$ cat src/rtl/fifo_byte_serializer.sv
// Reader-side drain of the DAQ sample FIFO: pops one word, streams it MSB byte first
// on a valid/ready byte interface, forwards flushes as FIFO clears, flags underflow.
module fifo_byte_serializer #(
   parameter int LENGTH       = 68,
   parameter int BYTE_W       = 8,
   parameter int READ_LATENCY = 1
) (
   input  logic              clk,
   input  logic              reset,
   input  logic              enable,
   input  logic              flush,
   input  logic [LENGTH-1:0] fifo_o_data,
   input  logic              fifo_empty,
   input  logic              fifo_empty_err,
   output logic              fifo_read,
   output logic              fifo_clear,
   output logic [BYTE_W-1:0] m_data,
   output logic              m_valid,
   input  logic              m_ready,
   output logic              m_last,
   output logic              busy,
   output logic              underflow_err,
   input  logic              err_clear,
   output logic [15:0]       words_sent
);

   localparam int NBYTES = (LENGTH + BYTE_W - 1) / BYTE_W;
   localparam int PAD_W  = NBYTES * BYTE_W;
   localparam int IDX_W  = $clog2(NBYTES + 1);
   localparam int CNT_W  = $clog2(READ_LATENCY + 1);

   typedef enum logic [1:0] {
      S_IDLE,
      S_POP,
      S_WAIT,
      S_SEND
   } state_t;

   state_t            r_state;
   logic [PAD_W-1:0]  r_shift;
   logic [IDX_W-1:0]  r_idx;
   logic [CNT_W-1:0]  r_wait_cnt;
   logic              r_fifo_read;
   logic              r_fifo_clear;
   logic [BYTE_W-1:0] r_m_data;
   logic              r_m_valid;
   logic              r_m_last;
   logic              r_busy;
   logic              r_underflow;
   logic [15:0]       r_words_sent;

   logic [PAD_W-1:0]  w_padded;
   logic              w_xfer;
   logic              w_wait_done;

   // Zero-extend at the MSB so the word splits into a whole number of bytes.
   assign w_padded    = PAD_W'(fifo_o_data);
   assign w_xfer      = r_m_valid & m_ready;
   assign w_wait_done = (r_wait_cnt == CNT_W'(READ_LATENCY - 1));

   always_ff @(posedge clk) begin
      if (reset) begin
         r_state      <= S_IDLE;
         r_shift      <= '0;
         r_idx        <= '0;
         r_wait_cnt   <= '0;
         r_fifo_read  <= 1'b0;
         r_fifo_clear <= 1'b0;
         r_m_data     <= '0;
         r_m_valid    <= 1'b0;
         r_m_last     <= 1'b0;
         r_busy       <= 1'b0;
         r_underflow  <= 1'b0;
         r_words_sent <= '0;
      end else begin
         r_fifo_read  <= 1'b0;
         r_fifo_clear <= 1'b0;

         // A new error outranks a simultaneous clear so no event is lost.
         if (fifo_empty_err) begin
            r_underflow <= 1'b1;
         end else if (err_clear) begin
            r_underflow <= 1'b0;
         end

         if (flush) begin
            r_fifo_clear <= 1'b1;
            r_state      <= S_IDLE;
            r_m_valid    <= 1'b0;
            r_m_last     <= 1'b0;
            r_busy       <= 1'b0;
            r_wait_cnt   <= '0;
         end else begin
            case (r_state)
               S_IDLE: begin
                  if (enable && !fifo_empty) begin
                     r_state     <= S_POP;
                     r_fifo_read <= 1'b1;
                     r_busy      <= 1'b1;
                  end
               end

               S_POP: begin
                  r_state    <= S_WAIT;
                  r_wait_cnt <= '0;
               end

               S_WAIT: begin
                  if (w_wait_done) begin
                     r_shift   <= w_padded << BYTE_W;
                     r_m_data  <= w_padded[PAD_W-1 -: BYTE_W];
                     r_idx     <= '0;
                     r_m_valid <= 1'b1;
                     r_m_last  <= (NBYTES == 1);
                     r_state   <= S_SEND;
                  end else begin
                     r_wait_cnt <= r_wait_cnt + 1'b1;
                  end
               end

               S_SEND: begin
                  if (w_xfer) begin
                     if (r_m_last) begin
                        r_m_valid    <= 1'b0;
                        r_m_last     <= 1'b0;
                        r_words_sent <= r_words_sent + 16'd1;
                        r_busy       <= 1'b0;
                        r_state      <= S_IDLE;
                     end else begin
                        r_idx    <= r_idx + 1'b1;
                        r_m_data <= r_shift[PAD_W-1 -: BYTE_W];
                        r_shift  <= r_shift << BYTE_W;
                        r_m_last <= (r_idx == IDX_W'(NBYTES - 2));
                     end
                  end
               end

               default: begin
                  r_state   <= S_IDLE;
                  r_m_valid <= 1'b0;
                  r_m_last  <= 1'b0;
                  r_busy    <= 1'b0;
               end
            endcase
         end
      end
   end

   assign fifo_read     = r_fifo_read;
   assign fifo_clear    = r_fifo_clear;
   assign m_data        = r_m_data;
   assign m_valid       = r_m_valid;
   assign m_last        = r_m_last;
   assign busy          = r_busy;
   assign underflow_err = r_underflow;
   assign words_sent    = r_words_sent;

endmodule

$ cat config.mk
export PLATFORM = sky130hd
export DESIGN_NAME = fifo_byte_serializer
export DESIGN_NICKNAME = d
export VERILOG_FILES = /design/src/rtl/fifo_byte_serializer.sv
export SDC_FILE = /design/constraint.sdc
export NUM_CORES = 1
export LEC_CHECK = 0
export ABC_AREA = 1
export CORE_MARGIN = 2
export CORE_UTILIZATION = 49
export DETAILED_ROUTE_END_ITERATION = 7
export PLACE_DENSITY = 0.77
export SYNTH_ARGS = -nofsm -noshare
export SYNTH_HDL_FRONTEND = slang
export SYNTH_SLANG_ARGS = --single-unit
$ cat constraint.sdc
create_clock -name clk -period 4.95 [get_ports clk]
set_input_delay 0.495 -clock clk [delete_from_list [all_inputs] [get_ports clk]]
set_output_delay 0.495 -clock clk [all_outputs]
set_load 0.01 [all_outputs]
==> results of run 1 <==
[where the power goes]
part           internal, mW  total (mW)  switching [mW]
registers             0.827       0.839          0.0124
logic                0.0946       0.178          0.0839
clock network         0.197       0.474           0.277
[stage by stage]
stage                     instance area, um2  utilization
after floorplan                         4660            -
final                                   5870        0.635
after global routing                    5870        0.635
after global placement                  5690        0.616
after detailed placement                5690        0.616
after CTS                               5870        0.635
[area by class of cell]
class | instances | area (um2) | share of cell area
clock buffer | 10 | 138 | 0.0235
clock inverter | 5 | 36.3 | 0.00619
inverter | 29 | 109 | 0.0186
multi-input combinational | 547 | 2350 | 0.400
sequential | 100 | 2000 | 0.341
tap | 129 | 161 | 0.0275
timing repair buffer | 108 | 1070 | 0.183
[final timing paths]
check / slack (ps) / to / from
worst max-delay path: 2030 / m_data[4] / r_state[0]
worst min-delay path: 470 / r_shift[8] / r_shift[8]
worst max register to register: 2030 / m_data[4] / r_state[0]
worst min register to register: 470 / r_shift[8] / r_shift[8]
[tightest hold or removal path, cell delays in order, from the launching register on]
cell	delay (ps)
sky130_fd_sc_hd__dfxtp_1	320
sky130_fd_sc_hd__nand2_1	60
sky130_fd_sc_hd__a21oi_1	50
[kinds of logic (layout without fill, tap and decap cells)]
logic type | Yosys count | after routing | synth area share
AO/OA/AOI/OAI | 101 | 101 | 0.112
XOR/XNOR | 3 | 3 | 0.00564
adder cells (fa/ha/maj) | 7 | 7 | 0.0188
buffers and inverters | 68 | 152 | 0.0679
flip-flops | 100 | 100 | 0.429
AND/OR/NAND/NOR | 436 | 436 | 0.366
[routing by layer]
| layer | up-vias | GRT usage | part of all wire |
|---|---|---|---|
| met2 | 102 | 0.368 | 0.49 |
| li1 | 2401 | - | - |
| met4 | 0 | 0.0541 | 0.0069 |
| met3 | 8 | 0.0449 | 0.043 |
| met5 | - | 0 | 0 |
| met1 | 2084 | 0.269 | 0.46 |
[cells in the mapped netlist, types with 3 or more instances]
| library cell | number | share of area |
|---|---|---|
| sky130_fd_sc_hd__a21oi_1 | 25 | 0.027 |
| sky130_fd_sc_hd__buf_2 | 13 | 0.014 |
| sky130_fd_sc_hd__buf_6 | 6 | 0.014 |
| sky130_fd_sc_hd__clkbuf_1 | 19 | 0.015 |
| sky130_fd_sc_hd__dfxtp_1 | 100 | 0.43 |
| sky130_fd_sc_hd__ha_1 | 7 | 0.019 |
| sky130_fd_sc_hd__inv_1 | 27 | 0.022 |
| sky130_fd_sc_hd__nand2_1 | 235 | 0.19 |
| sky130_fd_sc_hd__nand3_1 | 25 | 0.027 |
| sky130_fd_sc_hd__nand4_1 | 4 | 0.0054 |
| sky130_fd_sc_hd__nor2_1 | 162 | 0.13 |
| sky130_fd_sc_hd__nor3_1 | 3 | 0.0032 |
| sky130_fd_sc_hd__o21ai_0 | 67 | 0.072 |
| sky130_fd_sc_hd__o21ai_1 | 6 | 0.0064 |
[sequential cells by signal (all words and copies together) (netlist names)]
register,cells
words_sent,16
m_valid,1
underflow_err,1
m_last,1
busy,1
fifo_clear,1
fifo_read,1
r_state,2
r_shift,64
m_data,8
r_idx,4
==> reports/results.md, run 1 <==
- 841 — fill cell total of the finished layout
- 0.860 — routability congestion estimate from global placement
- 9 — CTS Buf Count
- 6.52 um2 — mean cell area of the mapped netlist
- 0 — total of hold buffers inserted after clock tree synthesis
- 878 — number of nets in the layout
- 342 MHz — highest attainable clock frequency
- 79 — Max FO, Critical Path
- 102 um — width of the die
- 0 — antenna violations before repair
- 0.0325 — fraction of final layout cells with drive strength greater than 1
- 0 — EDFF count, synth
- 0 — fraction of registers with async set or reset after synthesis
- 1 — buffer and inverter count on the worst path
- 17900 um — first-pass GRT wire length
- 7420 um — DP HPWL
- 4595 — overall via count from detail_route
- 6 — depth of the worst register-to-register path
- 100 ps — CTS clock-pin slew for the worst setup and hold paths
- 254 nW/um2 — total power divided by cell area
- 0 — antenna cell count
- 2 — clock buffer depth
- reg -> reg — startpoint-to-endpoint class of the critical path
- 105 — total of buffers placed on input and output ports
- 4 — number of detailed-routing iterations run before antenna repair
- 100 — clk sink count
- sky130_fd_sc_hd__dfxtp_1 — leading register cell type out of synthesis
- sky130_fd_sc_hd__inv_2 — critical path's slowest cell
- 360 ps — worst skew pair latency
- 0.258 — max-slew headroom at the worst pin
- 3210 ps — WP data arrival
- 715 — Syn Inst Count
- 100 — flip-flop and latch count after synthesis
- 0 — grt ovf
- 106 — count of boundary I/O pins
- 469 ps — worst hold margin
- 1750 ps — Setup WS pre-CTS
- 4660 um2 — post-synthesis cell area
- built — CTS tree
- 35 — # rows
- 913 — cell count after placement
- 2030 ps — setup ws final
- 214 — DRC marker count from the first detailed-route iteration
- 1110 ps — Tightest Pin Transition
- 0 — buffers inserted during post-CTS setup optimization
- 0 — number of gates resized after cts
- 9240 um2 — Placeable Area
- 0 — Slew Viols, Final
- 0.429 — fraction of the yosys area taken by sequential cells
- 928 — Post-Layout Cell Count
- 6 — number of cells on the critical path
- 960 ps — Slowest Stage Delay on Critical Path
- reg -> reg — worst min-delay path category
- 798 — synthesized netlist net count
- 25.8% — area growth from synthesis to layout
- 2920 ps — minimum clock period
- 27 — Netlist cell types
- 5230 ps — required arrival time at the worst endpoint
- 0.591 — portion of the clock cycle consumed by the worst path in the final layout
- sky130_fd_sc_hd__nand2_1 — leading cell type in the layout, fill and taps excluded
- 0 ps — Total Neg Setup Slack
- 0 — number of design rule violations left after detail routing
- register — endpoint type of the worst setup path
- 10300 um2 — die area
- 1.49 mW — total design power
- 102 um — die outline height
- 2 — number of cells traversed by the worst hold path
- 0 — final hold violation count
- 10800 um — DRT Wirelength
- 13.2 ps — Worst Skew
- 11.6 um — final routed wire length divided by cell count
- 3 — CTS H-Tree Depth
- 0 — synthesis warning total
- false — unrepaired setup endpoints after global routing
- 0.139 mV — Max VDD drop
- 4.95 — via/cell ratio
- sky130_fd_sc_hd__clkbuf_8 — buffer type at the clock tree root
- 80 — largest net degree at the start of global routing
- ha_1, a21oi_4, nand2_4, inv_2, nand3_1, a21oi_1 — critical path, cell by cell
- 0.212 — total routing resource utilization after global routing
- 0 — number of setup violations in the final report
- sky130_fd_sc_hd__nand2_1 (235), sky130_fd_sc_hd__nor2_1 (162), sky130_fd_sc_hd__clkdlybuf4s50_1 (105) — commonest cells after routing, fill and taps aside
- 0 — max-capacitance violation count
- complete, no violations — outcome
- 2.40 nW — leak pwr
- register — CP Launch Type
- 4160 — vias in the first global route
- buffers and inverters — cell class contributing the biggest share of worst-path delay
- 0 — post-route ant nets
- 0.505 — initial core utilization
Note: power is estimated with default switching activity, not from simulation.
==> inputs of run 2 (changes only) <==
--- a/config.mk
+++ b/config.mk
@@ -7,9 +7,9 @@
 export LEC_CHECK = 0
 export ABC_AREA = 1
 export CORE_MARGIN = 2
-export CORE_UTILIZATION = 49
+export CORE_UTILIZATION = 45
 export DETAILED_ROUTE_END_ITERATION = 7
-export PLACE_DENSITY = 0.77
+export PLACE_DENSITY = 0.75
 export SYNTH_ARGS = -nofsm -noshare
 export SYNTH_HDL_FRONTEND = slang
 export SYNTH_SLANG_ARGS = --single-unit
==> constraint.sdc (replaced) <==
create_clock -name clk -period 2.5 [get_ports clk]
set_input_delay 0.25 -clock clk [delete_from_list [all_inputs] [get_ports clk]]
set_output_delay 0.25 -clock clk [all_outputs]
set_load 0.01 [all_outputs]
==> run 2 against run 1 <==
Net effect: clock skew up 1.5 ps; maximum frequency up 41%; utilization down 5.2 points; power up 100%; critical path type unchanged; global-route usage down 1.9 points; first-iteration DRC count up 37%.
==> reports/results.md, run 2 (synthesis results as in run 1) <==
- complete, no violations — outcome, unchanged
- 7670 um — DP HPWL, was 7420 um
- 5 — number of detailed-routing iterations run before antenna repair, was 4
- 482 MHz — highest attainable clock frequency, was 342 MHz
- r_shift[8] — startpoint of the most critical hold path, unchanged
- sky130_fd_sc_hd__clkbuf_8 — buffer type at the clock tree root, unchanged
- 2.43 nW — leak pwr, was 2.40 nW
- 4563 — overall via count from detail_route, was 4595
- 64 — number of flip-flops in the largest register, unchanged
- 722 uW — net switching component of the power, was 374 uW
- false — unrepaired setup endpoints after global routing, unchanged
- 10200 um2 — Placeable Area, was 9240 um2
- 14.7 ps — Worst Skew, was 13.2 ps
- 0 — Slew Viols, Final, unchanged
- 0.611 — max-slew headroom at the worst pin, was 0.258
- 4.85 — via/cell ratio, was 4.95
- 941 — Post-Layout Cell Count, was 928
- reg -> reg — worst min-delay path category, unchanged
- 10800 um — DRT Wirelength, about the same
- 0.326 — clock power share, was 0.318
- r_shift — most flop-heavy register, unchanged
- 0.555 — sequential power share, was 0.563
- 2 — clock buffer depth, unchanged
- 430 ps — reg-to-reg slack, setup, was 2030 ps
- 2.27 mW — Int Power, was 1.12 mW
- 4172 — vias in the first global route, was 4160
- 27.4% — area growth from synthesis to layout, was 25.8%
- 0 — final hold violation count, unchanged
- 105 — total of buffers placed on input and output ports, unchanged
- 106 um — width of the die, was 102 um
- 883 — number of nets in the layout, was 878
- 0 — max-capacitance violation count, unchanged
- 0.458 — initial core utilization, was 0.505
- built — CTS tree, unchanged
- 1007 — fill cell total of the finished layout, was 841
- 9 — CTS Buf Count, unchanged
- 100 — clk sink count, unchanged
- 0 — post-route ant nets, unchanged
- 0.241 — proportion of total power due to net switching, was 0.250
- 3 — CTS H-Tree Depth, unchanged
- 0 — number of design rule violations left after detail routing, unchanged
- 6 — number of cells on the critical path, unchanged
- 0 — antenna cell count, unchanged
- 2350 um2 — area of the multi-input gates, unchanged
- 293 — DRC marker count from the first detailed-route iteration, was 214
- 63 — largest net degree at the start of global routing, was 80
- 504 nW/um2 — total power divided by cell area, was 254 nW/um2
- 106 um — die outline height, was 102 um
- 426 ps — setup ws final, was 2030 ps
- 2360 ps — WP data arrival, was 3210 ps
- 0 — number of gates resized after cts, unchanged
- 0 — grt ovf, unchanged
- 0 — antenna violations before repair, unchanged
- register — endpoint type of the worst setup path, unchanged
- 18200 um — first-pass GRT wire length, was 17900 um
- 2000 um2 — Sequential cell area, unchanged
- 925 — cell count after placement, was 913
- ha_1, a21oi_4, nand2_4, buf_4, o21ai_0, nor2_1 — critical path, cell by cell, was ha_1, a21oi_4, nand2_4, inv_2, nand3_1, a21oi_1
- 6 — depth of the worst register-to-register path, unchanged
- 0.0385 — fraction of final layout cells with drive strength greater than 1, was 0.0325
- 0 — buffers inserted during post-CTS setup optimization, unchanged
- sky130_fd_sc_hd__buf_4 — critical path's slowest cell, was sky130_fd_sc_hd__inv_2
- r_state[0] — worst reg2reg startpoint, unchanged
- 581 ps — Tightest Pin Transition, was 1110 ps
- buffers and inverters — cell class contributing the biggest share of worst-path delay, unchanged
- 433 ps — Setup WS pre-CTS, was 1750 ps
- 0.830 — portion of the clock cycle consumed by the worst path in the final layout, was 0.591
- 350 ps — worst skew pair latency, was 360 ps
- sky130_fd_sc_hd__nand2_1 — leading cell type in the layout, fill and taps excluded, unchanged
- 106 — count of boundary I/O pins, unchanged
- 90 ps — CTS clock-pin slew for the worst setup and hold paths, was 100 ps
- 1 — buffer and inverter count on the worst path, unchanged
- 11200 um2 — die area, was 10300 um2
- 0.845 — routability congestion estimate from global placement, was 0.860
- 56 — Max FO, Critical Path, was 79
- 0.194 — total routing resource utilization after global routing, was 0.212
- 37 — # rows, was 35
- 0.261 mV — Max VDD drop, was 0.139 mV
- 0 — number of setup violations in the final report, unchanged
- 0.119 — Combinational Power Share, was 0.120
- m_data[3] — Critical Path End, was m_data[4]
- register — CP Launch Type, unchanged
- 11.5 um — final routed wire length divided by cell count, was 11.6 um
- 2070 ps — minimum clock period, was 2920 ps
- 0 — total of hold buffers inserted after clock tree synthesis, unchanged
- sky130_fd_sc_hd__nand2_1 (235), sky130_fd_sc_hd__nor2_1 (162), sky130_fd_sc_hd__clkdlybuf4s50_1 (105) — commonest cells after routing, fill and taps aside, unchanged
- reg -> reg — startpoint-to-endpoint class of the critical path, unchanged
- r_state[0] — Crit. Startpoint, unchanged
- 2780 ps — required arrival time at the worst endpoint, was 5230 ps
- 0 ps — Total Neg Setup Slack, unchanged
- m_data[3] — capturing point of the worst reg2reg path, was m_data[4]
- 470 ps — Slowest Stage Delay on Critical Path, was 960 ps
==> run 2: cell type report <==
cell class	instances	area share
Clock buffer	13	0.0284
Clock inverter	3	0.00337
Inverter	29	0.0183
Multi-Input combinational cell	547	0.395
Sequential cell	100	0.337
Tap cell	136	0.0286
Timing Repair Buffer	113	0.189
==> run 2: worst min-delay path by stage <==
| stage | to | slack, ps | cells after the start |
|---|---|---|---|
| final | r_shift[8] | 470 | 2 |
| after global routing | fifo_read | 470 | 3 |
| after CTS | fifo_read | 460 | 3 |
| after detailed placement | r_shift[8] | 460 | 2 |
| after global placement | r_shift[11] | 460 | 2 |
| after floorplan | underflow_err | 370 | 2 |
==> run 2: routing by layer <==
| layer | part of all wire | global-route usage |
|---|---|---|
| met5 | 0 | 0 |
| met4 | 0.011 | 0.0498 |
| met3 | 0.040 | 0.0291 |
| met2 | 0.49 | 0.339 |
| met1 | 0.46 | 0.250 |
==> run 2: power by group through the flow <==
stage	Sequential [mW]	Clock (mW)	Combinational [mW]
floorplan	1.70	0	0.184
global placement	1.70	0	0.351
detailed placement	1.70	0	0.360
CTS	1.66	1.00	0.361
global route	1.67	1.06	0.405
finish	1.66	0.975	0.357
==> run 2: per-stage QoR <==
stage	total power [mW]	utilization	instance area, um2	hold slack (ps)
after floorplan	1.88	-	4660	367
after global placement	2.05	0.565	5750	456
after detailed placement	2.06	0.565	5750	457
after CTS	3.02	0.583	5940	461
after global routing	3.13	0.583	5940	465
final	2.99	0.583	5940	468
==> run 2: worst min-delay path: stages, from the launching register on <==
cell and delay (ps):
sky130_fd_sc_hd__dfxtp_1 320, sky130_fd_sc_hd__nand2_1 60, sky130_fd_sc_hd__a21oi_1 50
